<file path="src/rtl/vm_pkg.sv">
// Shared vending-machine definitions: coin bus codes used by the encoder, the FSM and their benches.
package vm_pkg;

  typedef logic [1:0] coin_t;

  localparam coin_t COIN_NONE = 2'b00;
  localparam coin_t COIN_5    = 2'b01;
  localparam coin_t COIN_10   = 2'b10;
  localparam coin_t COIN_BAD  = 2'b11;

endpackage

</file>
<file path="src/rtl/sync_2ff.sv">
// 1-bit two-flop synchronizer for bringing the raw coin sensor into the clk domain.
module sync_2ff (
  input  logic clk,
  input  logic rst,
  input  logic d,
  output logic q
);

  logic meta;

  always_ff @(posedge clk or posedge rst) begin
    if (rst) begin
      meta <= 1'b0;
      q    <= 1'b0;
    end else begin
      meta <= d;
      q    <= meta;
    end
  end

endmodule

</file>
<file path="src/rtl/coin_encoder.sv">
// Coin-chute front end: times sensor pulses, classifies them into a one-cycle coin code,
// and enforces a low-time gap so the downstream FSM never sees merged or bounced coins.
module coin_encoder
  import vm_pkg::*;
#(
  parameter int unsigned CNT_W   = 8,
  parameter int unsigned W5_MIN  = 4,
  parameter int unsigned W5_MAX  = 8,
  parameter int unsigned W10_MIN = 12,
  parameter int unsigned W10_MAX = 16,
  parameter int unsigned TIMEOUT = 32,
  parameter int unsigned GAP     = 4
) (
  input  logic       clk,
  input  logic       rst,
  input  logic       sense,
  input  logic       inhibit,
  output logic [1:0] coin,
  output logic       busy
);

  localparam int unsigned GAP_W = (GAP < 2) ? 1 : $clog2(GAP);

  localparam logic [1:0] ST_IDLE    = 2'd0;
  localparam logic [1:0] ST_MEASURE = 2'd1;
  localparam logic [1:0] ST_STUCK   = 2'd2;
  localparam logic [1:0] ST_GAP     = 2'd3;

  localparam logic [CNT_W-1:0] W5_LO    = CNT_W'(W5_MIN);
  localparam logic [CNT_W-1:0] W5_HI    = CNT_W'(W5_MAX);
  localparam logic [CNT_W-1:0] W10_LO   = CNT_W'(W10_MIN);
  localparam logic [CNT_W-1:0] W10_HI   = CNT_W'(W10_MAX);
  localparam logic [CNT_W-1:0] CNT_LAST = CNT_W'(TIMEOUT - 1);
  localparam logic [GAP_W-1:0] GAP_LAST = GAP_W'(GAP - 1);

  logic             sense_s;
  logic [1:0]       state, state_d;
  logic [CNT_W-1:0] cnt, cnt_d;
  logic [GAP_W-1:0] gap_cnt, gap_cnt_d;
  coin_t            coin_d;
  coin_t            class_c;

  sync_2ff u_sync (
    .clk (clk),
    .rst (rst),
    .d   (sense),
    .q   (sense_s)
  );

  // Width classifier; inhibit forces a reject so the coin is returned.
  always_comb begin
    class_c = COIN_BAD;
    if (!inhibit) begin
      if (cnt >= W5_LO && cnt <= W5_HI)
        class_c = COIN_5;
      else if (cnt >= W10_LO && cnt <= W10_HI)
        class_c = COIN_10;
    end
  end

  always_comb begin
    state_d   = state;
    cnt_d     = cnt;
    gap_cnt_d = gap_cnt;
    coin_d    = COIN_NONE;
    case (state)
      ST_IDLE: begin
        if (sense_s) begin
          state_d = ST_MEASURE;
          cnt_d   = CNT_W'(1);
        end
      end
      ST_MEASURE: begin
        if (sense_s) begin
          if (cnt == CNT_LAST) begin
            coin_d  = COIN_BAD;
            state_d = ST_STUCK;
          end else begin
            cnt_d = cnt + CNT_W'(1);
          end
        end else if (cnt < W5_LO) begin
          state_d = ST_IDLE;
        end else begin
          coin_d    = class_c;
          state_d   = ST_GAP;
          gap_cnt_d = '0;
        end
      end
      ST_STUCK: begin
        if (!sense_s) begin
          state_d   = ST_GAP;
          gap_cnt_d = '0;
        end
      end
      ST_GAP: begin
        // Any high blip restarts the quiet-time requirement and is never measured.
        if (sense_s) begin
          gap_cnt_d = '0;
        end else if (gap_cnt == GAP_LAST) begin
          state_d   = ST_IDLE;
          gap_cnt_d = '0;
        end else begin
          gap_cnt_d = gap_cnt + GAP_W'(1);
        end
      end
      default: state_d = ST_IDLE;
    endcase
  end

  always_ff @(posedge clk or posedge rst) begin
    if (rst) begin
      state   <= ST_IDLE;
      cnt     <= '0;
      gap_cnt <= '0;
      coin    <= COIN_NONE;
      busy    <= 1'b0;
    end else begin
      state   <= state_d;
      cnt     <= cnt_d;
      gap_cnt <= gap_cnt_d;
      coin    <= coin_d;
      busy    <= (state != ST_IDLE);
    end
  end

endmodule

</file>
<file path="config.mk">
export PLATFORM = sky130hd
export DESIGN_NAME = coin_encoder
export DESIGN_NICKNAME = d
export VERILOG_FILES = /design/src/rtl/vm_pkg.sv /design/src/rtl/sync_2ff.sv /design/src/rtl/coin_encoder.sv
export SDC_FILE = /design/constraint.sdc
export NUM_CORES = 1
export LEC_CHECK = 0
export BUFFER_PORTS_ARGS = -buffer_cell sky130_fd_sc_hd__buf_2
export CORE_UTILIZATION = 51
export CTS_BUF_LIST = sky130_fd_sc_hd__clkbuf_16
export CTS_CLUSTER_DIAMETER = 150
export DETAILED_ROUTE_END_ITERATION = 8
export GPL_TIMING_DRIVEN = 0
export MAX_ROUTING_LAYER = met4
export PLACE_DENSITY_LB_ADDON = 0.05
export RECOVER_POWER = 25
export SYNTH_ARGS = -nofsm -noshare
export SYNTH_HDL_FRONTEND = slang
export SYNTH_SLANG_ARGS = --single-unit
</file>
<file path="constraint.sdc">
create_clock -name clk -period 1.6 [get_ports clk]
set_input_delay 0.32 -clock clk [delete_from_list [all_inputs] [get_ports clk]]
set_output_delay 0.32 -clock clk [all_outputs]
set_load 0.02 [all_outputs]
</file>
==> results of run 1 <==
## sequential cells by signal, summed over array words and instances (netlist names), named ones only
| register | count |
|---|---|
| cnt | 8 |
| coin | 2 |
| gap_cnt | 2 |
| busy | 1 |
| state | 1 |
| u_sync.meta | 1 |
| u_sync.q | 1 |
## power by group
group	internal, mW	switching [mW]	total [mW]	leakage [nW]
Sequential	0.531	0.0989	0.630	0.217
Clock	0.337	0.169	0.506	0.0371
Combinational	0.239	0.313	0.552	0.230
Total	1.11	0.581	1.69	0.484
## final timing paths
check | endpoint | slack [ns] | depth (start not counted)
setup / recovery | cnt[1]$_DFFE_PP0P_ | 0.07 | 5
hold / removal | u_sync.meta$_DFF_PP0_ | 0.15 | 2
setup reg to reg | cnt[1]$_DFFE_PP0P_ | 0.07 | 5
hold reg to reg | u_sync.q$_DFF_PP0_ | 0.36 | 0
max in group asynchronous | cnt[0]$_DFFE_PP0P_ | 1.01 | 2
min in group clk | u_sync.meta$_DFF_PP0_ | 0.17 | 1
## cell usage after synthesis (2+ instances only)
master and instances:
nor2b_1 2, nor3_1 3, a21oi_1 10, ha_1 3, a22o_1 4, a31oi_1 2, buf_2 2, inv_1 8
nor4_1 3, nand2_1 11, nor2_1 7, dfrtp_1 17, o21ai_0 6, nand3_1 4
## per-layer routing
| metal | up-vias | GRT usage [%] |
|---|---|---|
| met3 | 4 | 3.60 |
| li1 | 392 | - |
| met1 | 369 | 30.8 |
| met5 | - | - |
| met4 | 0 | 9.70 |
| met2 | 13 | 32.8 |
## cells by family after synthesis
| family | after synthesis |
|---|---|
| buf+inv | 12 |
| simple gates | 39 |
| mux | 1 |
| fa+ha+maj | 3 |
| xor+xnor | 1 |
| compound gates | 29 |
| flops | 17 |
## layout by cell type (no fill, tap or decap), types with 2 or more instances in the layout
cell type,instances
a21oi_1,10
a22o_1,4
a31oi_1,2
buf_2,8
clkbuf_16,3
dfrtp_1,16
ha_1,2
inv_1,8
nand2_1,11
nand3_1,4
nor2_1,7
nor2b_1,2
nor3_1,3
nor4_1,3
o21ai_0,6
## final cells by class
cell class	count	share of cell area (%)
Multi-Input combinational cell	73	43.2
Sequential cell	17	38.5
Clock inverter	1	0.678
Inverter	8	2.71
Clock buffer	3	6.78
Buffer	4	2.60
Timing Repair Buffer	6	2.71
Tap cell	25	2.82
## timing repair
item / in CTS / in global routing
gates resized for setup: 2 / 2
pin swaps: 0 / 1
setup endpoints to repair: 2 / 5
hold buffers: 0 / 0
==> results.toml, run 1 <==
[outcome]
status = "finished clean"

[timing]
slew_headroom_pct = 57.5
setup_viol = 0
whs_ns = 0.148
drv_slew = 0
hold_viol_final = 0
tns_ns = 0
max_freq_ghz = 0.655
fin_ws_ns = 0.0734
rsz0062_at_grt = "no"
worst_pin_slew_ns = 0.636
period_minus_slack_ns = 1.53
period_share_pct = 95.4
skew_ns = 0.00202

[pwr]
p_total_mw = 1.69
powerDensity_nw_per_um2 = 1520
leakagePower_nw = 0.484
ir_drop_v = 0.00114

[placed_design]
placed_area_um2 = 1010
dp_cells = 133
post-place-ws_ns = -0.0430
dpl.hpwl_um = 1240
gp_congestion = 0.852
port_buffers = 6

[cts]
cts_tree = "done"
clkLatencyLatePin_ns = 0.25
clk_pin_slew_ns = 0.05
htree_levels = 1
cts_made_buffers = 3
cts-root-buf = "clkbuf_16"
clock_sinks = 17
cts_setup_buffers = 0
clockBufferDepth = 2

[synth]
postSynthCellCount = 102
synthAdderAreaFrac_pct = 3.97
synthMuxAreaShare_pct = 1.19
syn_nets = 109
synth_area_leader_cell = "dfrtp_1"
synth_area_um2 = 945
synth_area_leaders = "dfrtp_1, a21oi_1, nand2_1, ha_1, a22o_1"
synth_compound_gate_area_share_pct = 19.3
synth_top_family_by_area = "simple AND/OR/NAND/NOR gates"
yosysTopAreaCellShare_pct = 45.0
ys_types = 34
yosys.area_share.simple_pct = 23.3
async_flop_share_pct = 100
yosysWarnings = 0
avgSynthCellArea_um2 = 9.26
ys_seq_area_share_pct = 45.0
synth_xor_area_share_pct = 0.927
ys_seq_elements = 17
synth_edf_count = 0
yosys_most_used_dff = "dfrtp_1"

[die]
initial_core_util_pct = 54.7
row_count = 15
coreArea_um2 = 1730
die_w_um = 45.0
io-pin-count = 7
die_h_um = 45.0
dieArea_um2 = 2030

[finish]
n_fill_cell = 147
final_core_util_pct = 64.1
fin_nets = 120
regArea_um2 = 427
final_area_um2 = 1110
drive_above_1_share_pct = 21.4
area_growth_pct = 17.2
layout.cells.non_filler = 137
num_antenna_cells = 0
multiInputGateArea_um2 = 478

[drt]
routed_via_density = 5.68
drt_pass1_iterations = 4
highest_layer = "met4"
wl_met1_um = 931
route.met2.wl_um = 818
route.met3.wl_um = 43
drt-wirelength-per-cell_um = 13.3
drc_errors = 0
drtIter0Drc = 28
wl_um = 1820
ant_nets = 0
vias = 778

[worst_setup_path]
crit_buf_inv = 0
path_class = "reg -> reg"
crit_required_ns = 1.74
crit_chain = "ha_4, and4_4, a21oi_2, and2_4, a22o_1"
crit_family = "simple AND/OR/NAND/NOR gates"
cp_slowest_stage_delay_ns = 0.44
critPathMaxFanout = 6
startpoint = "cnt[1]$_DFFE_PP0P_"
arrival_ns = 1.66
critical_path.slowest_cell = "dfrtp_1"
endpoint_kind = "flip-flop"
cp-start-kind = "flip-flop"
r2r-start = "cnt[1]$_DFFE_PP0P_"

[global_routing]
grt_usage_pct = 22.5
gr-total-overflow = 0
grt_max_degree = 18
grt_pass1_wl_um = 3210
antenna_found_initial = 0
grt_pass1_vias = 724

[flow_run]
max_cap_violations = 0

[min_path]
hp-class = "in -> async"
Note: power is estimated with default switching activity, not from simulation.
==> inputs of run 2 (changes only) <==
--- a/config.mk
+++ b/config.mk
@@ -6,7 +6,7 @@
 export NUM_CORES = 1
 export LEC_CHECK = 0
 export BUFFER_PORTS_ARGS = -buffer_cell sky130_fd_sc_hd__buf_2
-export CORE_UTILIZATION = 51
+export CORE_UTILIZATION = 57
 export CTS_BUF_LIST = sky130_fd_sc_hd__clkbuf_16
 export CTS_CLUSTER_DIAMETER = 150
 export DETAILED_ROUTE_END_ITERATION = 8
==> constraint.sdc (replaced) <==
create_clock -name clk -period 1.7 [get_ports clk]
set_input_delay 0.34 -clock clk [delete_from_list [all_inputs] [get_ports clk]]
set_output_delay 0.34 -clock clk [all_outputs]
set_load 0.02 [all_outputs]
==> run 2 against run 1 <==
Net effect:
- largest power group unchanged
- flip-flop and latch count unchanged
- sequential power is 7.5% lower
- first-iteration DRC count shrank 29%
- count of clock-buffer cells in the layout did not move
- clock skew rose by 0.0016 ns
- critical path type unchanged
- non-clock buffer count stayed put
==> results.toml, run 2 (same netlist as run 1, synthesis figures left out) <==
[die]
initial_core_util_pct = 62.0
dieArea_um2 = 1820
coreArea_um2 = 1520
die_h_um = 42.7
io-pin-count = 7
row_count = 14
die_w_um = 42.7

[finish]
largest_register_ffs = 8
layout_commonest_cell = "dfrtp_1"
layout.cells.non_filler = 128
area_growth_pct = 14.6
num_antenna_cells = 0
n_fill_cell = 110
reg_top3 = "cnt x8, coin x2, gap_cnt x2"
final_core_util_pct = 71.0
largest_register = "cnt"
multiInputGateArea_um2 = 468
regArea_um2 = 425
fin_nets = 120
drive_above_1_share_pct = 20.5
final_cell_mix = "dfrtp_1, nand2_1, a21oi_1"

[cts]
cts-root-buf = "clkbuf_16"
clock_sinks = 17
hold_buffers = 0
clk_pin_slew_ns = 0.05
htree_levels = 1
clkLatencyLatePin_ns = 0.25
clockBufferDepth = 2
cts_made_buffers = 3
cts_tree = "done"
cts_setup_buffers = 0

[timing]
hold_viol_final = 0
period_share_pct = 96.8
worst_pin_slew_ns = 0.615
drv_slew = 0
rsz0062_at_grt = "no"
skew_ns = 0.00364
slew_headroom_pct = 59.0
tns_ns = 0
setup_viol = 0
whs_ns = 0.163
fin_ws_ns = 0.0544
max_freq_ghz = 0.608
period_minus_slack_ns = 1.65

[drt]
drtIter0Drc = 20
wl_um = 1910
drc_errors = 0
drt_pass1_iterations = 4
vias = 793
ant_nets = 0
drt-wirelength-per-cell_um = 14.9
routed_via_density = 6.20

[worst_setup_path]
startpoint = "cnt[0]$_DFFE_PP0P_"
arrival_ns = 1.78
crit_buf_inv = 0
reg2reg_depth = 5
crit_end = "cnt[1]$_DFFE_PP0P_"
rrSetupSlack_ns = 0.05
cp_slowest_stage_delay_ns = 0.45
cp-start-kind = "flip-flop"
endpoint_kind = "flip-flop"
r2r-start = "cnt[0]$_DFFE_PP0P_"
crit_required_ns = 1.83
critPathMaxFanout = 6
r2r-end = "cnt[1]$_DFFE_PP0P_"
crit_chain = "ha_2, and4_4, a21oi_2, and2_4, a22o_1"
path_class = "reg -> reg"
critical_path.slowest_cell = "dfrtp_1"
crit_family = "simple AND/OR/NAND/NOR gates"
cp.depth = 5

[global_routing]
gr-total-overflow = 0
grt_pass1_wl_um = 3300
grt_usage_pct = 25.1
antenna_found_initial = 0
grt_pass1_vias = 750
grt_max_degree = 18

[flow_run]
max_cap_violations = 0

[placed_design]
post-place-ws_ns = 0.0414
dp_cells = 124
port_buffers = 6
gp_congestion = 0.816
dpl.hpwl_um = 1350

[pwr]
leakagePower_nw = 0.487
powerDensity_nw_per_um2 = 1460
ir_drop_v = 0.00115

[min_path]
hp-class = "in -> async"

[outcome]
status = "finished clean"
run 2: cell types whose count changed in the layout (fill, tap and decap cells not counted), sizes merged:
cell      change
clkinvlp      -1
clkinv        +1
run 2: timing repair:
action,4_1_cts,5_1_grt
resized for setup,0,2
endpoints found under the setup margin,0,2
hold endpoints to repair,0,0
run 2: per-stage QoR:
| step | power, mW | area (um2) |
|---|---|---|
| 6_report | 1.58 | 1080 |
| 5_1_grt | 1.67 | 1080 |
| 4_1_cts | 1.58 | 1070 |
| 3_5_place_dp | 1.10 | 995 |
| 3_3_place_gp | 1.08 | 995 |
| 2_1_floorplan | 0.977 | 945 |
run 2: how the worst min path moves through the flow:
stage / endpoint / depth (start not counted) / from
3_3_place_gp: u_sync.q$_DFF_PP0_ / 0 / u_sync.meta$_DFF_PP0_
6_report: coin[0]$_DFF_PP0_ / 2 / rst
3_5_place_dp: u_sync.q$_DFF_PP0_ / 0 / u_sync.meta$_DFF_PP0_
2_1_floorplan: asynchronous set/reset pin / 1 / rst
4_1_cts: coin[0]$_DFF_PP0_ / 2 / rst
5_1_grt: u_sync.meta$_DFF_PP0_ / 1 / sense
run 2: report_power, final:
part           total (mW)  leakage [nW]  internal (mW)  switching (mW)
sequential          0.583         0.218          0.498          0.0852
clock               0.465        0.0409          0.314           0.150
combinational       0.534         0.228          0.220           0.313
total                1.58         0.487           1.03           0.549
run 2: per-layer routing:
layer	up-vias	wire length (um)	GRT usage (%)
met3	4	87	3.83
met5	-	0	-
met4	0	45	13.1
li1	388	-	-
met1	374	872	31.2
met2	27	904	39.4
run 2: layout make-up:
cell class	instances	area share, %
buffer	4	2.66
clock buffer	3	6.94
tap	16	1.85
inverter	8	2.77
sequential	17	39.3
clock inverter	1	0.462
timing repair buffer	6	2.77
multi-input combinational	73	43.2
==> inputs of run 3 (changes only) <==
--- a/config.mk
+++ b/config.mk
@@ -5,15 +5,16 @@
 export SDC_FILE = /design/constraint.sdc
 export NUM_CORES = 1
 export LEC_CHECK = 0
+export ABC_AREA = 1
 export BUFFER_PORTS_ARGS = -buffer_cell sky130_fd_sc_hd__buf_2
-export CORE_UTILIZATION = 57
+export CORE_UTILIZATION = 58
 export CTS_BUF_LIST = sky130_fd_sc_hd__clkbuf_16
 export CTS_CLUSTER_DIAMETER = 150
 export DETAILED_ROUTE_END_ITERATION = 8
 export GPL_TIMING_DRIVEN = 0
-export MAX_ROUTING_LAYER = met4
 export PLACE_DENSITY_LB_ADDON = 0.05
 export RECOVER_POWER = 25
 export SYNTH_ARGS = -nofsm -noshare
 export SYNTH_HDL_FRONTEND = slang
 export SYNTH_SLANG_ARGS = --single-unit
+export TNS_END_PERCENT = 30
==> run 3 against run 2 <==
Net effect:
- the run now ends with DRC left
- critical path type unchanged
- largest power group unchanged
- maximum frequency increased by 7.9%
- final cell count increased by 31%
- clock power decreased by 1%
- global-route usage about the same
==> results.toml, run 3 <==
[pwr]
clockPowerShare_pct = 30.0
power.internal_mw = 0.980
powerDensity_nw_per_um2 = 1330
ir_drop_v = 0.000777
seqPwrFrac_pct = 38.6
p_switching_mw = 0.555
p_comb_share_pct = 31.4
swShare_pct = 36.2
leakagePower_nw = 0.581

[timing]
period_share_pct = 89.7
drv_slew = 0
slew_headroom_pct = 60.5
tns_ns = 0
worst_pin_slew_ns = 0.592
setup_viol = 0
max_freq_ghz = 0.656
hold_viol_final = 0
period_minus_slack_ns = 1.52
rsz0062_at_grt = "no"
skew_ns = 0.00177

[synth]
yosysTopAreaCellShare_pct = 41.5
synth_edf_count = 0
synth_area_um2 = 1030
ys_seq_elements = 17
ys_types = 20
synth_area_leaders = "dfrtp_1, nand2_1, nor2_1, nand3_1, inv_1"
yosysMostFrequentCell = "nand2_1"
avgSynthCellArea_um2 = 7.23
yosysWarnings = 0
synth_area_leader_cell = "dfrtp_1"
ys_seq_area_share_pct = 41.5
syn_nets = 149
postSynthCellCount = 142
synth_common_cells = "nand2_1, nor2_1, dfrtp_1"
yosys_most_used_dff = "dfrtp_1"
async_flop_share_pct = 100

[global_routing]
antenna_found_initial = 0
grt_usage_pct = 25.1
grt_max_degree = 18
grt_pass1_vias = 923
gr-total-overflow = 0
grt_pass1_wl_um = 3650

[drt]
drc_errors = 1
wl_um = 1960
drt_pass1_iterations = 6
vias = 904
drtIter0Drc = 31
ant_nets = 0
routed_via_density = 5.38
drt-wirelength-per-cell_um = 11.6

[min_path]
hp-class = "in -> async"

[die]
die_w_um = 44.1
io-pin-count = 7
row_count = 14
coreArea_um2 = 1580
dieArea_um2 = 1940
die_h_um = 44.1
initial_core_util_pct = 65.1

[cts]
clockBufferDepth = 2
cts_resized = 0
htree_levels = 1
cts-root-buf = "clkbuf_16"
cts_tree = "done"
hold_buffers = 0
clkLatencyLatePin_ns = 0.24
clock_sinks = 17
cts_made_buffers = 3
cts_setup_buffers = 0
clk_pin_slew_ns = 0.05

[placed_design]
dp_cells = 164
dpl.hpwl_um = 1430
port_buffers = 6
gp_congestion = 0.834

[finish]
layout_commonest_cell = "nand2_1"
regArea_um2 = 425
layout.cells.non_filler = 168
n_fill_cell = 117
largest_register = "cnt"
final_cell_mix = "nand2_1, nor2_1, dfrtp_1"
drive_above_1_share_pct = 15.1
reg_top3 = "cnt x8, coin x2, gap_cnt x2"
multiInputGateArea_um2 = 533
area_growth_pct = 12.7
fin_nets = 160
largest_register_ffs = 8
num_antenna_cells = 0

[worst_setup_path]
arrival_ns = 1.66
crit_required_ns = 1.83
path_class = "reg -> reg"
cp-start-kind = "flip-flop"
critPathMaxFanout = 6
endpoint_kind = "flip-flop"

[flow_run]
max_cap_violations = 0

[outcome]
violations = "DRC"
status = "finished, violations left"
## run 3: path summary, 6_finish.rpt
check	startpoint	endpoint	slack [ns]	cells past startpoint
max	cnt[1]$_DFFE_PP0P_	cnt[0]$_DFFE_PP0P_	0.18	8
min	rst	busy$_DFF_PP0_	0.15	2
max reg2reg	cnt[1]$_DFFE_PP0P_	cnt[0]$_DFFE_PP0P_	0.18	8
min reg2reg	u_sync.meta$_DFF_PP0_	u_sync.q$_DFF_PP0_	0.35	0
max in group asynchronous	rst	cnt[7]$_DFFE_PP0P_	1.16	2
min in group clk	sense	u_sync.meta$_DFF_PP0_	0.20	1
## run 3: per-stage QoR
stage          setup slack [ns]  hold WS, ns  utilization [%]  area, um2  power [mW]
2_1_floorplan             0.388        0.266                -       1030       0.961
3_3_place_gp              0.256        0.335             68.3       1080        1.05
3_5_place_dp              0.216        0.343             68.3       1080        1.08
4_1_cts                   0.177        0.181             73.3       1160        1.55
5_1_grt                  0.0219        0.201             73.3       1160        1.64
6_report                  0.175        0.153             73.3       1160        1.53
## run 3: final cells by class
cell class,count,area share (%)
plain buffers,1,0.974
clock buffers,3,6.49
clock inverters,1,0.433
inverters,15,4.87
multi-input cells,109,46.1
flip-flops and latches,17,36.8
well taps,16,1.73
repair buffers,6,2.60
## run 3: kinds of logic (layout without fill, tap and decap cells)
kind of cell               after synthesis  after routing  synth area share, %
adders and majority gates                3              3                 3.66
and+or+nand+nor                         94             94                 40.0
AOI/OAI and AO/OA                       11             11                 7.44
xor gates and xnor gates                 1              1                0.854
buffers and inverters                   16             26                 6.58
DFF                                     17             17                 41.5
## run 3: worst max-delay path, cell delays in order, from the launching register on
cell,delay [ns]
dfrtp_1,0.41
ha_1,0.28
nand2_1,0.13
nor2_4,0.14
nand2_1,0.13
nand2_1,0.09
nand2_1,0.08
nor2_1,0.10
nor2_1,0.05
## run 3: power by group through the flow
stage	combinational [mW]	sequential (mW)	clock [mW]
5_1_grt	0.552	0.607	0.484
6_report	0.482	0.592	0.460
3_5_place_dp	0.479	0.597	0
3_3_place_gp	0.461	0.593	0
2_1_floorplan	0.367	0.594	0
4_1_cts	0.482	0.591	0.472
## run 3: per-layer routing
| layer | track usage (%) | share of wire, % | vias to the layer above |
|---|---|---|---|
| li1 | - | - | 465 |
| met1 | 29.9 | 44 | 408 |
| met2 | 44.4 | 49 | 29 |
| met3 | 5.71 | 6.6 | 2 |
| met4 | 8.48 | 0.51 | 0 |
| met5 | 0 | 0 | - |
